==> src/rtl/snitch_icache_refill_writer_if.sv <==
// Purpose: bundles the miss, memory request/response, lookup write and done
//          signals of the icache refill writer into one interface.
// Signals (direction as seen from the refill writer):
//   miss_*      in/out  miss handshake (addr, id, valid in; ready out)
//   mem_req_*   out/in  line-aligned memory request (addr, valid out; ready in)
//   mem_rsp_*   in/out  memory response beats (data, error, last, valid in; ready out)
//   write_*     out/in  lookup RAM write port (addr, set, data, tag, error, valid out; ready in)
//   done_*      out     one-cycle completion pulse with the miss ID
// Modports: master = refill writer, slave = environment (fetch side, memory, RAMs).
interface snitch_icache_refill_writer_if #(
  parameter int unsigned FETCH_AW   = 32,
  parameter int unsigned LINE_WIDTH = 128,
  parameter int unsigned FILL_DW    = 64,
  parameter int unsigned SET_COUNT  = 2,
  parameter int unsigned LINE_COUNT = 32,
  parameter int unsigned ID_W       = 4
) ();
  localparam int unsigned LINE_ALIGN  = $clog2(LINE_WIDTH / 8);
  localparam int unsigned COUNT_ALIGN = $clog2(LINE_COUNT);
  localparam int unsigned SET_ALIGN   = (SET_COUNT > 1) ? $clog2(SET_COUNT) : 1;
  localparam int unsigned TAG_WIDTH   = FETCH_AW - LINE_ALIGN - COUNT_ALIGN;

  logic [FETCH_AW-1:0]    miss_addr_i;
  logic [ID_W-1:0]        miss_id_i;
  logic                   miss_valid_i;
  logic                   miss_ready_o;

  logic [FETCH_AW-1:0]    mem_req_addr_o;
  logic                   mem_req_valid_o;
  logic                   mem_req_ready_i;

  logic [FILL_DW-1:0]     mem_rsp_data_i;
  logic                   mem_rsp_error_i;
  logic                   mem_rsp_last_i;
  logic                   mem_rsp_valid_i;
  logic                   mem_rsp_ready_o;

  logic [COUNT_ALIGN-1:0] write_addr_o;
  logic [SET_ALIGN-1:0]   write_set_o;
  logic [LINE_WIDTH-1:0]  write_data_o;
  logic [TAG_WIDTH-1:0]   write_tag_o;
  logic                   write_error_o;
  logic                   write_valid_o;
  logic                   write_ready_i;

  logic [ID_W-1:0]        done_id_o;
  logic                   done_valid_o;

  modport master (
    input  miss_addr_i, miss_id_i, miss_valid_i,
    output miss_ready_o,
    output mem_req_addr_o, mem_req_valid_o,
    input  mem_req_ready_i,
    input  mem_rsp_data_i, mem_rsp_error_i, mem_rsp_last_i, mem_rsp_valid_i,
    output mem_rsp_ready_o,
    output write_addr_o, write_set_o, write_data_o, write_tag_o, write_error_o, write_valid_o,
    input  write_ready_i,
    output done_id_o, done_valid_o
  );

  modport slave (
    output miss_addr_i, miss_id_i, miss_valid_i,
    input  miss_ready_o,
    input  mem_req_addr_o, mem_req_valid_o,
    output mem_req_ready_i,
    output mem_rsp_data_i, mem_rsp_error_i, mem_rsp_last_i, mem_rsp_valid_i,
    input  mem_rsp_ready_o,
    input  write_addr_o, write_set_o, write_data_o, write_tag_o, write_error_o, write_valid_o,
    output write_ready_i,
    input  done_id_o, done_valid_o
  );
endinterface

==> src/rtl/snitch_icache_refill_writer.sv <==
// Purpose: write side of the icache lookup RAMs. Accepts one line miss at a
//          time, requests the aligned line from memory, assembles FILL_DW beats
//          into a line, picks a victim set round-robin, writes the lookup RAMs
//          and pulses done with the miss ID so waiting fetches can retry.
// Ports:
//   clk_i    clock
//   rst_i    synchronous reset, active high
//   flush_i  drops the in-flight refill and resets the victim pointer
//   bus      miss / memory / write / done signals (interface, master side)
module snitch_icache_refill_writer #(
  parameter int unsigned FETCH_AW   = 32,
  parameter int unsigned LINE_WIDTH = 128,
  parameter int unsigned FILL_DW    = 64,
  parameter int unsigned SET_COUNT  = 2,
  parameter int unsigned LINE_COUNT = 32,
  parameter int unsigned ID_W       = 4
) (
  input  logic clk_i,
  input  logic rst_i,
  input  logic flush_i,
  snitch_icache_refill_writer_if.master bus
);
  localparam int unsigned LINE_ALIGN  = $clog2(LINE_WIDTH / 8);
  localparam int unsigned COUNT_ALIGN = $clog2(LINE_COUNT);
  localparam int unsigned SET_ALIGN   = (SET_COUNT > 1) ? $clog2(SET_COUNT) : 1;
  localparam int unsigned TAG_WIDTH   = FETCH_AW - LINE_ALIGN - COUNT_ALIGN;
  localparam int unsigned BEATS       = LINE_WIDTH / FILL_DW;
  localparam int unsigned BEAT_W      = (BEATS > 1) ? $clog2(BEATS) : 1;
  // Clears the byte-offset bits so the memory request is line aligned.
  localparam logic [FETCH_AW-1:0] ALIGN_MASK =
    ~((FETCH_AW'(1) << LINE_ALIGN) - FETCH_AW'(1));

  typedef enum logic [2:0] {
    IDLE  = 3'd0,
    REQ   = 3'd1,
    RECV  = 3'd2,
    DRAIN = 3'd3,
    WRITE = 3'd4
  } state_e;

  state_e                state_q, state_d;
  logic [FETCH_AW-1:0]   addr_q, addr_d;
  logic [ID_W-1:0]       id_q, id_d;
  logic [LINE_WIDTH-1:0] line_q, line_d;
  logic                  error_q, error_d;
  logic                  drop_q, drop_d;
  logic [BEAT_W-1:0]     beat_q, beat_d;
  logic [SET_ALIGN-1:0]  victim_q, victim_d;
  logic                  done_valid_s;

  // Next-state logic and the only input-dependent output (done pulse).
  always_comb begin
    state_d      = state_q;
    addr_d       = addr_q;
    id_d         = id_q;
    line_d       = line_q;
    error_d      = error_q;
    drop_d       = drop_q;
    beat_d       = beat_q;
    victim_d     = victim_q;
    done_valid_s = 1'b0;

    case (state_q)
      IDLE: begin
        if (bus.miss_valid_i) begin
          addr_d  = bus.miss_addr_i;
          id_d    = bus.miss_id_i;
          line_d  = '0;
          error_d = 1'b0;
          drop_d  = 1'b0;
          beat_d  = '0;
          state_d = REQ;
        end else begin
          state_d = IDLE;
        end
      end
      REQ: begin
        if (flush_i) drop_d = 1'b1;
        else         drop_d = drop_q;
        if (bus.mem_req_ready_i) state_d = RECV;
        else                     state_d = REQ;
      end
      RECV: begin
        if (flush_i) drop_d = 1'b1;
        else         drop_d = drop_q;
        if (bus.mem_rsp_valid_i) begin
          for (int k = 0; k < int'(BEATS); k++) begin
            if (beat_q == BEAT_W'(k)) line_d[k*FILL_DW +: FILL_DW] = bus.mem_rsp_data_i;
          end
          error_d = error_q | bus.mem_rsp_error_i;
          if (bus.mem_rsp_last_i) begin
            // A short response leaves the tail of the line zero and flags it.
            if (beat_q != BEAT_W'(BEATS - 1)) error_d = 1'b1;
            state_d = WRITE;
          end else if (beat_q == BEAT_W'(BEATS - 1)) begin
            // Line is full but memory keeps sending: swallow the excess.
            error_d = 1'b1;
            state_d = DRAIN;
          end else begin
            beat_d = beat_q + BEAT_W'(1);
          end
        end else begin
          state_d = RECV;
        end
      end
      DRAIN: begin
        if (flush_i) drop_d = 1'b1;
        else         drop_d = drop_q;
        if (bus.mem_rsp_valid_i && bus.mem_rsp_last_i) state_d = WRITE;
        else                                           state_d = DRAIN;
      end
      WRITE: begin
        if (drop_q) begin
          // Dropped line: skip the RAM write but still release the waiters.
          done_valid_s = 1'b1;
          state_d      = IDLE;
        end else if (bus.write_ready_i) begin
          done_valid_s = 1'b1;
          if (victim_q == SET_ALIGN'(SET_COUNT - 1)) victim_d = '0;
          else                                       victim_d = victim_q + SET_ALIGN'(1);
          state_d = IDLE;
        end else if (flush_i) begin
          drop_d = 1'b1;
        end else begin
          state_d = WRITE;
        end
      end
      default: begin
        state_d = IDLE;
      end
    endcase

    if (flush_i) victim_d = '0;
    else         victim_d = victim_d;
  end

  // State and datapath registers with synchronous reset.
  always_ff @(posedge clk_i) begin
    if (rst_i) begin
      state_q  <= IDLE;
      addr_q   <= '0;
      id_q     <= '0;
      line_q   <= '0;
      error_q  <= 1'b0;
      drop_q   <= 1'b0;
      beat_q   <= '0;
      victim_q <= '0;
    end else begin
      state_q  <= state_d;
      addr_q   <= addr_d;
      id_q     <= id_d;
      line_q   <= line_d;
      error_q  <= error_d;
      drop_q   <= drop_d;
      beat_q   <= beat_d;
      victim_q <= victim_d;
    end
  end

  // Handshake outputs come from state only; data outputs straight from registers.
  assign bus.miss_ready_o    = (state_q == IDLE);
  assign bus.mem_req_valid_o = (state_q == REQ);
  assign bus.mem_req_addr_o  = addr_q & ALIGN_MASK;
  assign bus.mem_rsp_ready_o = (state_q == RECV) || (state_q == DRAIN);
  assign bus.write_valid_o   = (state_q == WRITE) && !drop_q;
  assign bus.write_addr_o    = addr_q[LINE_ALIGN +: COUNT_ALIGN];
  assign bus.write_tag_o     = addr_q[FETCH_AW-1 -: TAG_WIDTH];
  assign bus.write_set_o     = victim_q;
  assign bus.write_data_o    = line_q;
  assign bus.write_error_o   = error_q;
  assign bus.done_id_o       = id_q;
  assign bus.done_valid_o    = done_valid_s;
endmodule

==> src/flat_wrapper.sv <==
// flat-port wrapper written by rule: the top's interface ports become plain ports
module snitch_icache_refill_writer_flat 
#(
  parameter int unsigned FETCH_AW   = 32,
  parameter int unsigned LINE_WIDTH = 128,
  parameter int unsigned FILL_DW    = 64,
  parameter int unsigned SET_COUNT  = 2,
  parameter int unsigned LINE_COUNT = 32,
  parameter int unsigned ID_W       = 4
)
  (clk_i, rst_i, flush_i, bus_miss_addr_i, bus_miss_id_i, bus_miss_valid_i, bus_miss_ready_o, bus_mem_req_addr_o, bus_mem_req_valid_o, bus_mem_req_ready_i, bus_mem_rsp_data_i, bus_mem_rsp_error_i, bus_mem_rsp_last_i, bus_mem_rsp_valid_i, bus_mem_rsp_ready_o, bus_write_addr_o, bus_write_set_o, bus_write_data_o, bus_write_tag_o, bus_write_error_o, bus_write_valid_o, bus_write_ready_i, bus_done_id_o, bus_done_valid_o);
  snitch_icache_refill_writer_if #(.FETCH_AW(FETCH_AW), .LINE_WIDTH(LINE_WIDTH), .FILL_DW(FILL_DW), .SET_COUNT(SET_COUNT), .LINE_COUNT(LINE_COUNT), .ID_W(ID_W)) bus_i ();
  input  logic clk_i;
  input  logic rst_i;
  input  logic flush_i;
  input wire logic [$bits(bus_i.miss_addr_i)-1:0] bus_miss_addr_i;
  input wire logic [$bits(bus_i.miss_id_i)-1:0] bus_miss_id_i;
  input wire logic [$bits(bus_i.miss_valid_i)-1:0] bus_miss_valid_i;
  output wire logic [$bits(bus_i.miss_ready_o)-1:0] bus_miss_ready_o;
  output wire logic [$bits(bus_i.mem_req_addr_o)-1:0] bus_mem_req_addr_o;
  output wire logic [$bits(bus_i.mem_req_valid_o)-1:0] bus_mem_req_valid_o;
  input wire logic [$bits(bus_i.mem_req_ready_i)-1:0] bus_mem_req_ready_i;
  input wire logic [$bits(bus_i.mem_rsp_data_i)-1:0] bus_mem_rsp_data_i;
  input wire logic [$bits(bus_i.mem_rsp_error_i)-1:0] bus_mem_rsp_error_i;
  input wire logic [$bits(bus_i.mem_rsp_last_i)-1:0] bus_mem_rsp_last_i;
  input wire logic [$bits(bus_i.mem_rsp_valid_i)-1:0] bus_mem_rsp_valid_i;
  output wire logic [$bits(bus_i.mem_rsp_ready_o)-1:0] bus_mem_rsp_ready_o;
  output wire logic [$bits(bus_i.write_addr_o)-1:0] bus_write_addr_o;
  output wire logic [$bits(bus_i.write_set_o)-1:0] bus_write_set_o;
  output wire logic [$bits(bus_i.write_data_o)-1:0] bus_write_data_o;
  output wire logic [$bits(bus_i.write_tag_o)-1:0] bus_write_tag_o;
  output wire logic [$bits(bus_i.write_error_o)-1:0] bus_write_error_o;
  output wire logic [$bits(bus_i.write_valid_o)-1:0] bus_write_valid_o;
  input wire logic [$bits(bus_i.write_ready_i)-1:0] bus_write_ready_i;
  output wire logic [$bits(bus_i.done_id_o)-1:0] bus_done_id_o;
  output wire logic [$bits(bus_i.done_valid_o)-1:0] bus_done_valid_o;
  assign bus_i.miss_addr_i = bus_miss_addr_i;
  assign bus_i.miss_id_i = bus_miss_id_i;
  assign bus_i.miss_valid_i = bus_miss_valid_i;
  assign bus_miss_ready_o = bus_i.miss_ready_o;
  assign bus_mem_req_addr_o = bus_i.mem_req_addr_o;
  assign bus_mem_req_valid_o = bus_i.mem_req_valid_o;
  assign bus_i.mem_req_ready_i = bus_mem_req_ready_i;
  assign bus_i.mem_rsp_data_i = bus_mem_rsp_data_i;
  assign bus_i.mem_rsp_error_i = bus_mem_rsp_error_i;
  assign bus_i.mem_rsp_last_i = bus_mem_rsp_last_i;
  assign bus_i.mem_rsp_valid_i = bus_mem_rsp_valid_i;
  assign bus_mem_rsp_ready_o = bus_i.mem_rsp_ready_o;
  assign bus_write_addr_o = bus_i.write_addr_o;
  assign bus_write_set_o = bus_i.write_set_o;
  assign bus_write_data_o = bus_i.write_data_o;
  assign bus_write_tag_o = bus_i.write_tag_o;
  assign bus_write_error_o = bus_i.write_error_o;
  assign bus_write_valid_o = bus_i.write_valid_o;
  assign bus_i.write_ready_i = bus_write_ready_i;
  assign bus_done_id_o = bus_i.done_id_o;
  assign bus_done_valid_o = bus_i.done_valid_o;
  snitch_icache_refill_writer #(.FETCH_AW(FETCH_AW), .LINE_WIDTH(LINE_WIDTH), .FILL_DW(FILL_DW), .SET_COUNT(SET_COUNT), .LINE_COUNT(LINE_COUNT), .ID_W(ID_W)) u_core (.clk_i(clk_i), .rst_i(rst_i), .flush_i(flush_i), .bus(bus_i));
endmodule
==> config.mk <==
export PLATFORM = sky130hd
export DESIGN_NAME = snitch_icache_refill_writer_flat
export DESIGN_NICKNAME = d
export VERILOG_FILES = /design/src/rtl/snitch_icache_refill_writer_if.sv /design/src/rtl/snitch_icache_refill_writer.sv /design/src/flat_wrapper.sv
export SDC_FILE = /design/constraint.sdc
export NUM_CORES = 1
export LEC_CHECK = 0
export CAP_MARGIN = 15
export CORE_AREA = 2 2 133 135
export CTS_CLUSTER_SIZE = 24
export DETAILED_ROUTE_END_ITERATION = 10
export DIE_AREA = 0 0 135 137
export PLACE_DENSITY = 0.87
export SLEW_MARGIN = 10
export SYNTH_ARGS = -nofsm -noshare
export SYNTH_HDL_FRONTEND = slang
export SYNTH_SLANG_ARGS = --single-unit
==> constraint.sdc <==
create_clock -name clk_i -period 1.5 [get_ports clk_i]
set_input_delay 0.3 -clock clk_i [delete_from_list [all_inputs] [get_ports clk_i]]
set_output_delay 0.3 -clock clk_i [all_outputs]
set_load 0.02 [all_outputs]
* After elaboration in Yosys (flattened, before gate mapping) *
Index checks and enable logic that the tools add are counted.

storage, ports and cells
  bits of input ports = 109
  bits in registers = 171
  word-level logic and storage cells = 76
  output and inout bits = 199

operators by class
  mux-type cells = 34
  bitwise operators = 2
  equal/unequal tests = 12
  reductions and logical operators = 17
  add/sub/neg operators = 2

operators with widths
  operator                                               number
  two-way mux 128 bit                                    2
  one-hot mux 128 bit (2 select lines)                   1
  two-way mux 64 bit                                     2
  two-way mux 3 bit                                      7
  two-way mux 1 bit                                      17
  one-hot mux 3 bit (5 select lines)                     1
  AND reduction 4 bit                                    3
  AND reduction 3 bit                                    3
  inequality test 2 bit, second input constant           4
  inequality test 4 x 3 -> 1 bit, second input constant  2
  equality test 3 x 2 -> 1 bit, second input constant    2
  inequality test 2 x 1 -> 1 bit, second input constant  2
  one-hot mux 1 bit (2 select lines)                     2
  AND reduction 2 bit                                    2
  equality test 3 x 1 -> 1 bit, second input constant    1
  equality test 3 bit, second input constant             1
  zero test 3 bit                                        1
  one-hot mux 1 bit (3 select lines)                     1
  nonzero test 3 bit                                     1
  OR reduction 3 bit                                     1
  adder 1 bit, second input constant                     2
  logical AND 1 bit                                      2
  two-way mux 2 bit                                      1
  nonzero test 2 bit                                     1
  5 further kinds                                        5

* Longest topological paths before layout *
Gate-level depths: netlist (run 1).

  depth in word-level cells = 5
  depth in mapped cells = 6
  gate-level depth less buffers = 3

* Least setup slack after synthesis (run 1) *
Ideal clock, no wire load.

  path type = reg2reg
  from = register u_core.state_q[2]
  to = register u_core.victim_q, in the netlist u_core.bus.write_set_o
  library setup time = 0.116 ns
  required time = 1.384 ns
  arrival = 1.409 ns
  path slack = -0.025 ns
  period minus slack after synthesis = 1.525 ns
  path buffers = 0
  stages on the path, launching flop included = 4
  path through = dfxtp_1 > nor4b_2 > a2111oi_0 > a31o_2

on the way
  cells in the longest elaborated chain, start to end = 2

ends and longest elaborated chain
  item                           RTL line                            text
  from (decl)                    snitch_icache_refill_writer.sv:41   state_e state_q, state_d;
  from (signal assigned)         snitch_icache_refill_writer.sv:149  state_q <= state_d;
  equality test 3 bit            snitch_icache_refill_writer.sv:63   case (state_q)
  AND reduction 3 bit (no line)  -
  to (signal assigned)           snitch_icache_refill_writer.sv:156  victim_q <= victim_d;
  to (decl)                      snitch_icache_refill_writer.sv:48   logic [SET_ALIGN-1:0] victim_q, victim_d;

Every way passes these cells.
A chain may end at the register's enable or synchronous reset.

* Worst setup path in the final report (run 1) *
  from = register u_core.state_q[0]
  to = register u_core.addr_q[28]

on the way
  cells in the longest elaborated chain, start to end = 2

ends and longest elaborated chain
  item                           RTL line                            text
  zero test 3 bit                snitch_icache_refill_writer.sv:63
  AND reduction 2 bit (no line)  -
  to (signal assigned)           snitch_icache_refill_writer.sv:150  addr_q <= addr_d;
  to (decl)                      snitch_icache_refill_writer.sv:42   logic [FETCH_AW-1:0] addr_q, addr_d;

Every way passes these cells.

==> flow_summary.json, run 1 <==
{
  "outcome": "complete, but fails checks",
  "violations": "negative setup slack",
  "fmax_mhz": 561,
  "holdWs_ps": 322,
  "grt_max_degree": 89,
  "clock-sinks": 167,
  "setup_viol": 88,
  "reg2regPathDepth": 6,
  "crit_arrival_ps": 2060,
  "grt_pass1_wl_mm": 32.5,
  "grt_pass1_vias": 6169,
  "insertion_delay_ps": 420,
  "ctsLongestPathBuffers": 2,
  "fin_crit_ps": 1780,
  "slowest_stage": "or4b_4",
  "io_pins": 308,
  "die_y_um": 137,
  "dieWidth_um": 135,
  "cap_violations": 0,
  "synth_top_area_share": 0.478,
  "die_area_um2": 18500,
  "syn_area_per_cell_um2": 9.79,
  "fin_ws_ps": -284,
  "drt_iter0_drc": 284,
  "rsz0062_at_grt": "yes",
  "ys.flop_type": "dfxtp_1",
  "syn_area_um2": 7000,
  "slowest_delay_ps": 600,
  "synth.distinct_cells": 40,
  "r2r-end": "u_core.addr_q[28]",
  "dp_cells": 1201,
  "hold_class": "in -> reg",
  "ys_async_sr_fraction": 0,
  "vias_per_cell": 4.97,
  "cts-root-buf": "clkbuf_16",
  "mostFrequentLayoutCells": "dfxtp_1, dlygate4sd2_1, nand2b_1, mux2i_1, clkdlybuf4s50_1",
  "cp_cell_sequence": "buf_6, or4b_4, buf_12, buf_16, nand2_1, a21oi_1",
  "h-tree-depth": 4,
  "synth_area_leaders": "dfxtp_1, mux2i_1, nand2b_1",
  "critPathKind": "reg -> reg",
  "path_max_fanout": 7,
  "yosysWarningCount": 0,
  "drv_slew": 0,
  "groute.usage.overall": 0.226,
  "synth_top_area_cell": "dfxtp_1",
  "final_core_util": 0.692,
  "clk_pin_slew_ps": 70,
  "layout.cells.most_common": "dfxtp_1",
  "p_leak_nw": 5.76,
  "crit_end": "u_core.addr_q[28]",
  "r2r-start": "u_core.state_q[0]",
  "fin_cells": 1276,
  "hold_viol_final": 0,
  "vdd.ir_drop.worst_uv": 723,
  "crit_path_end_kind": "flip-flop",
  "required_ps": 1770,
  "period_share": 1.19,
  "cts_tree": "done",
  "routabilityCongestion": 0.788,
  "r2r_setup_slack_ps": -280,
  "antenna_found_initial": 0,
  "syn_inst": 715,
  "final_net_count": 1147,
  "finClkSkew_ps": 10.0,
  "synth_seq_area_share": 0.478,
  "drc": 0,
  "synth_edf_count": 0,
  "cp-start-kind": "flip-flop",
  "routed_wl_mm": 24.3,
  "core_area_um2": 17100,
  "port_buffers": 299,
  "overflow": 0,
  "postRouteAntennaNets": 0,
  "syn2layout_area_growth_pct": 68.8,
  "dr.pass1.iters": 5,
  "synth_seq_cells": 167,
  "start_util": 0.410,
  "startpoint": "u_core.state_q[0]",
  "vias": 6347,
  "place_hpwl_mm": 14.0,
  "std_cell_rows": 48,
  "drive_gt1_frac": 0.246,
  "powerDensity_nw_per_um2": 983,
  "diodes": 0,
  "numCtsBuffers": 17,
  "wire_per_inst_um": 19.0
}
-- registers in the layout, summed over array words and instances, names as in the netlist --
register / flops
u_core.beat_q: 1
u_core.addr_q: 28
u_core.state_q: 3
u_core.drop_q: 1
u_core.bus.done_id_o: 4
u_core.bus.write_error_o: 1
u_core.bus.write_set_o: 1
u_core.bus.write_data_o: 128
-- power breakdown --
group	internal [mW]	switching [mW]	leakage [nW]	total, mW
combinational	1.36	1.20	4.13	2.56
sequential	4.56	0.123	1.35	4.68
clock	2.46	1.92	0.279	4.37
total	8.37	3.24	5.76	11.6
-- synthesized netlist by cell type, drive strengths merged, types with 3 or more instances --
cell type,instances
nor3,3
o21ai,3
inv,5
nand2,132
a21oi,32
nand2b,129
nor4b,4
mux2i,128
buf,65
nor2,7
dfxtp,167
clkbuf,16
-- worst max-delay path: cells and delay by family (launching register included) --
| kind | cells | cell delay [ps] |
|---|---|---|
| simple gates | 2 | 690 |
| buf+inv | 3 | 440 |
| flops | 1 | 390 |
| compound gates | 1 | 120 |
-- layout make-up --
class                   instances  area (µm²)
clock buffers                  21         470
clock inverters                11         113
fillers                      1190        5250
inverters                       5        18.8
multi-input cells             465        3600
flip-flops and latches        167        3350
well taps                     225         282
repair buffers                382        3970
-- cell families (layout without fill, tap and decap cells) --
logic type             after synthesis  count (layout)  share of synthesized area
AND/OR/NAND/NOR                    284             284                      0.211
flip-flops                         167             167                      0.478
multiplexers                       128             128                      0.183
buffers and inverters               86             419                     0.0862
AO/OA/AOI/OAI                       48              48                     0.0406
other                                1               4                   0.000536
XOR/XNOR                             1               1                    0.00125
-- metal layers --
metal	share of wire	global-route usage	vias up
li1	-	-	2961
met1	0.39	0.259	3065
met2	0.50	0.387	257
met3	0.069	0.0667	64
met4	0.034	0.106	0
met5	0	0	-
-- how the worst min path moves through the flow --
| stage | start | endpoint | slack [ps] | cells after the start |
|---|---|---|---|---|
| after floorplan | bus_miss_addr_i[31] | u_core.addr_q[31] | 440 | 2 |
| after detailed placement | u_core.bus.write_error_o | u_core.bus.write_error_o | 440 | 2 |
| after CTS | rst_i | u_core.addr_q[9] | 320 | 3 |
| after global routing | rst_i | u_core.addr_q[9] | 340 | 3 |
| after global placement | u_core.bus.write_error_o | u_core.bus.write_error_o | 440 | 2 |
| final | rst_i | u_core.addr_q[7] | 320 | 3 |
-- timing repair --
action | in CTS | in global routing
hold buffers | 0 | 0
gates resized for setup | 257 | 232
cloned | 14 | 8
endpoints found under the hold margin | 0 | 0
endpoints found under the setup margin | 356 | 172
buffers inserted | 15 | 16
pin swaps | 6 | 61
-- per-stage QoR --
stage | area [µm²] | setup slack, ps | power, mW | TNS [ps]
2_1_floorplan | 7020 | -25.0 | 5.84 | -25.0
3_3_place_gp | 10200 | -335 | 6.63 | -47140
3_5_place_dp | 10200 | -382 | 6.66 | -50980
4_1_cts | 11100 | -195 | 11.3 | -12170
5_1_grt | 11800 | -267 | 12.0 | -11990
6_report | 11800 | -284 | 11.6 | -6620
Note: power is estimated with default switching activity, not from simulation.
==> inputs of run 2 (changes only) <==
SETUP_SLACK_MARGIN = 0.05   (was unset)
==> run 2 against run 1 <==
Net effect:
- the flow still finishes with violations (negative setup slack)
- hold slack got worse by 1.1 ps
- worst setup slack improved by 26 ps
- first-iteration DRC count decreased by 7.0%
- clock skew increased by 3.3 ps
- highest routed layer unchanged
==> flow_summary.json, run 2 (synthesized netlist as in run 1, its figures left out) <==
{
  "drc": 0,
  "drt_iter0_drc": 264,
  "crit_arrival_ps": 2100,
  "postRouteAntennaNets": 0,
  "fin_cells": 1282,
  "wire_per_inst_um": 18.7,
  "cap_violations": 0,
  "drv_slew": 0,
  "required_ps": 1840,
  "hold_class": "in -> reg",
  "layout.cells.most_common": "dfxtp_1",
  "period_share": 1.17,
  "dp_cells": 1201,
  "dieWidth_um": 135,
  "cts_hold_buffers": 0,
  "port_buffers": 299,
  "groute.usage.overall": 0.241,
  "violations": "negative setup slack",
  "antenna_found_initial": 0,
  "p_leak_nw": 5.62,
  "core_area_um2": 17100,
  "final_net_count": 1153,
  "vias": 6319,
  "std_cell_rows": 48,
  "fin_setup_tns_ps": -16470,
  "die_y_um": 137,
  "finClkSkew_ps": 13.3,
  "grt_pass1_vias": 6394,
  "clk_pin_slew_ps": 70,
  "crit_path_end_kind": "flip-flop",
  "vias_per_cell": 4.93,
  "mostFrequentLayoutCells": "dfxtp_1, nand2b_1, mux2i_1, clkdlybuf4s50_1, dlygate4sd2_1",
  "place_hpwl_mm": 14.0,
  "io_pins": 308,
  "cts-root-buf": "clkbuf_16",
  "routabilityCongestion": 0.788,
  "syn2layout_area_growth_pct": 69.8,
  "min-delay-start": "rst_i",
  "reg2regPathDepth": 8,
  "p_total_mw": 11.5,
  "ctsLongestPathBuffers": 2,
  "overflow": 0,
  "setup_viol": 162,
  "cts_tree": "done",
  "critPathKind": "reg -> reg",
  "insertion_delay_ps": 430,
  "r2r-start": "u_core.state_q[1]",
  "drive_gt1_frac": 0.262,
  "rsz0062_at_grt": "yes",
  "largest_reg_flops": 128,
  "path_max_fanout": 6,
  "min_to": "u_core.addr_q[7]",
  "clock-sinks": 167,
  "r2r_setup_slack_ps": -260,
  "holdWs_ps": 321,
  "dr.pass1.iters": 4,
  "fin_crit_ps": 1760,
  "hold_viol_final": 0,
  "vdd.ir_drop.worst_uv": 734,
  "cp-start-kind": "flip-flop",
  "powerDensity_nw_per_um2": 970,
  "fmax_mhz": 569,
  "outcome": "complete, but fails checks",
  "h-tree-depth": 4,
  "die_area_um2": 18500,
  "grt_pass1_wl_mm": 34.6,
  "fin_ws_ps": -258,
  "hold_depth": 3,
  "diodes": 0,
  "grt_max_degree": 89,
  "r2r-end": "u_core.bus.write_data_o[16]",
  "routed_wl_mm": 24.0,
  "start_util": 0.410,
  "numCtsBuffers": 17
}
run 2: changes by cell type in the layout (fill, tap and decap cells not counted), sizes merged:
cell,change
clkdlybuf4s15,+49
bufbuf,+2
dlygate4sd2,-62
buf,+7
clkbuf,+10
run 2: how the worst max path moves through the flow:
| stage | start | to | slack, ps | cells past startpoint |
|---|---|---|---|---|
| after floorplan | u_core.state_q[2] | u_core.bus.write_set_o | -20 | 3 |
| after global routing | u_core.state_q[1] | u_core.bus.write_data_o[16] | -290 | 8 |
| after detailed placement | bus_miss_valid_i | u_core.addr_q[17] | -380 | 6 |
| after CTS | u_core.state_q[1] | u_core.bus.write_data_o[109] | -150 | 7 |
| final | u_core.state_q[1] | u_core.bus.write_data_o[16] | -260 | 8 |
| after global placement | bus_miss_valid_i | u_core.bus.done_id_o[3] | -340 | 6 |
run 2: per-layer routing:
metal	track usage	up-vias	part of all wire
li1	-	2975	-
met5	0	-	0
met1	0.268	3047	0.39
met4	0.108	0	0.028
met2	0.425	243	0.51
met3	0.0744	54	0.066
run 2: repair_timing:
action / in CTS / in global routing
setup buffers: 19 / 13
cloned: 17 / 4
endpoints found under the setup margin: 356 / 250
gates resized for setup: 398 / 157
pin swaps: 50 / 16
run 2: power by group:
| part | internal (mW) | switching (mW) |
|---|---|---|
| clock network | 2.45 | 1.92 |
| registers | 4.56 | 0.107 |
| logic | 1.34 | 1.15 |
run 2: through the flow:
stage	setup slack, ps	area [µm²]	util
finish	-258	11900	0.697
global route	-287	11900	0.697
CTS	-152	11600	0.681
detailed placement	-382	10200	0.596
global placement	-335	10200	0.596
floorplan	-25.0	7020	-
run 2: worst max-delay path: stages, from the launching register on:
cell	delay, ps
dfxtp_4	370
buf_6	120
buf_6	110
and3b_2	200
o21ai_4	160
buf_6	150
buf_12	140
clkbuf_16	160
mux2i_1	250
run 2: area by class of cell:
type | instances | area [µm²]
Clock buffer | 21 | 470
Clock inverter | 11 | 113
Fill cell | 1220 | 5170
Inverter | 5 | 18.8
Multi-Input combinational cell | 465 | 3570
Sequential cell | 167 | 3350
Tap cell | 225 | 282
Timing Repair Buffer | 388 | 4080
==> inputs of run 3 (changes only) <==
CELL_PAD_IN_SITES_DETAIL_PLACEMENT = 0   (was unset)
CELL_PAD_IN_SITES_GLOBAL_PLACEMENT = 1   (was unset)
CORE_AREA = 2 2 154 156   (was 2 2 133 135)
DIE_AREA = 0 0 156 158   (was 0 0 135 137)
PLACE_DENSITY = 0.88   (was 0.87)
==> run 3 against run 2 <==
Net effect:
- the run still ends with negative setup slack left
- sequential power barely moved
- die area rose by 33%
- global-route usage fell by 5.0 points
- design area rose by 4.6%
- register-to-register slack improved by 70 ps
- core utilization fell by 16 points
- cell count rose by 5.6%
- highest routed layer unchanged
==> flow_summary.json, run 3 (synthesized netlist as in run 1, its figures left out) <==
{
  "wire_per_inst_um": 18.1,
  "postRouteAntennaNets": 0,
  "drt_iter0_drc": 217,
  "top_usage_layer": "met2",
  "rsz0062_at_grt": "yes",
  "routabilityCongestion": 0.798,
  "crit_arrival_ps": 1990,
  "drive_gt1_frac": 0.346,
  "fin_crit_ps": 1680,
  "outcome": "complete, but fails checks",
  "crit_path_end_kind": "flip-flop",
  "cts_tree": "done",
  "fin_cells": 1354,
  "dieWidth_um": 156,
  "fin_ws_ps": -185,
  "cp-start-kind": "flip-flop",
  "hold_class": "in -> reg",
  "setup_viol": 166,
  "vias_per_cell": 4.62,
  "fmax_mhz": 593,
  "grt_util_met1": 0.228,
  "die_y_um": 158,
  "mostFrequentLayoutCells": "dfxtp_1, nand2b_1, mux2i_1, clkdlybuf4s50_1, nand2_4",
  "grt_pass1_wl_mm": 36.2,
  "insertion_delay_ps": 430,
  "hold_viol_final": 0,
  "dp_cells": 1276,
  "clk_pin_slew_ps": 70,
  "groute.usage.overall": 0.192,
  "grt_pass1_vias": 6428,
  "io_pins": 308,
  "largest_reg_flops": 128,
  "drv_slew": 0,
  "grt_max_degree": 49,
  "cp_cell_sequence": "buf_6, buf_6, or4b_4, clkbuf_16, nand2_1, a21oi_1",
  "holdWs_ps": 370,
  "routed_wl_mm": 24.5,
  "cap_violations": 0,
  "numCtsBuffers": 17,
  "diodes": 0,
  "period_share": 1.12,
  "place_hpwl_mm": 14.3,
  "regArea_um2": 3360,
  "die_area_um2": 24600,
  "drc": 0,
  "vdd.ir_drop.worst_uv": 612,
  "p_total_mw": 11.8,
  "n_fill_cell": 2051,
  "powerDensity_nw_per_um2": 945,
  "cts-root-buf": "clkbuf_16",
  "required_ps": 1810,
  "std_cell_rows": 56,
  "multi_input_area_um2": 4030,
  "ctsLongestPathBuffers": 2,
  "final_core_util": 0.539,
  "path_max_fanout": 7,
  "vias": 6256,
  "slowest_stage": "or4b_4",
  "overflow": 0,
  "finClkSkew_ps": 14.0,
  "grtUsageMet2": 0.335,
  "syn2layout_area_growth_pct": 77.7,
  "antenna_found_initial": 0,
  "violations": "negative setup slack",
  "start_util": 0.304,
  "final_net_count": 1160,
  "p_leak_nw": 5.98,
  "dr.pass1.iters": 4,
  "critPathKind": "reg -> reg",
  "cpMostUsedCell": "buf_6",
  "fin_setup_tns_ps": -11930,
  "layout.cells.most_common": "dfxtp_1",
  "slowest_delay_ps": 600,
  "core_area_um2": 23100,
  "grt_use_met3": 0.0556,
  "clock-sinks": 167,
  "h-tree-depth": 4,
  "port_buffers": 299
}
==> run 3: cell types whose count changed in the layout (fill, tap and decap cells not counted), moves of 9 or more <==
cell / previous run / this run
buf_12: 17 / 26
clkbuf_2: 32 / 67
clkdlybuf4s15_1: 51 / 65
dlygate4sd2_1: 97 / 47
nand2_1: 65 / 21
nand2_2: 34 / 14
nand2_4: 33 / 97
==> run 3: final timing paths <==
kind,startpoint,to,slack (ps),cells after the start
max reg2reg,u_core.state_q[1],u_core.bus.done_id_o[1],-180,6
min,rst_i,u_core.state_q[1],370,3
max,u_core.state_q[1],u_core.bus.done_id_o[1],-180,6
min reg2reg,u_core.bus.write_error_o,u_core.bus.write_error_o,460,2
==> run 3: power by group <==
group / switching [mW] / total, mW / internal, mW
sequential: 0.117 / 4.67 / 4.55
clock: 2.14 / 4.38 / 2.24
combinational: 1.30 / 2.70 / 1.41
total: 3.56 / 11.8 / 8.20
==> run 3: layer usage <==
layer | up-vias | routed length (µm)
met2 | 207 | 12100
met4 | 0 | 542
met5 | - | 0
met3 | 31 | 1600
li1 | 2992 | -
met1 | 3026 | 10200
==> run 3: cell type report <==
class | instances | area share
repair buffers | 395 | 0.328
well taps | 290 | 0.0292
clock inverters | 15 | 0.0127
flip-flops and latches | 167 | 0.270
clock buffers | 17 | 0.0342
multi-input cells | 465 | 0.324
inverters | 5 | 0.00151
==> run 3: stage by stage <==
step	cell area, µm²	setup WS, ps
detailed placement	10300	-476
global placement	10300	-516
global route	12400	-230
CTS	12500	-182
finish	12400	-185
floorplan	7020	-25.0
==> run 3: critical path: cells and delay by family (launching register included) <==
kind                   cells  cell delay [ps]
AND/OR/NAND/NOR            2              670
AO/OA/AOI/OAI              1               50
buffers and inverters      3              460
flip-flops                 1              380
==> run 3: timing repair <==
action	in CTS	in global routing
resized for setup	547	228
setup endpoints to repair	357	285
setup buffers	32	3
pin swaps	96	48
cloned	22	2
hold endpoints to repair	0	0
hold buffers	0	0
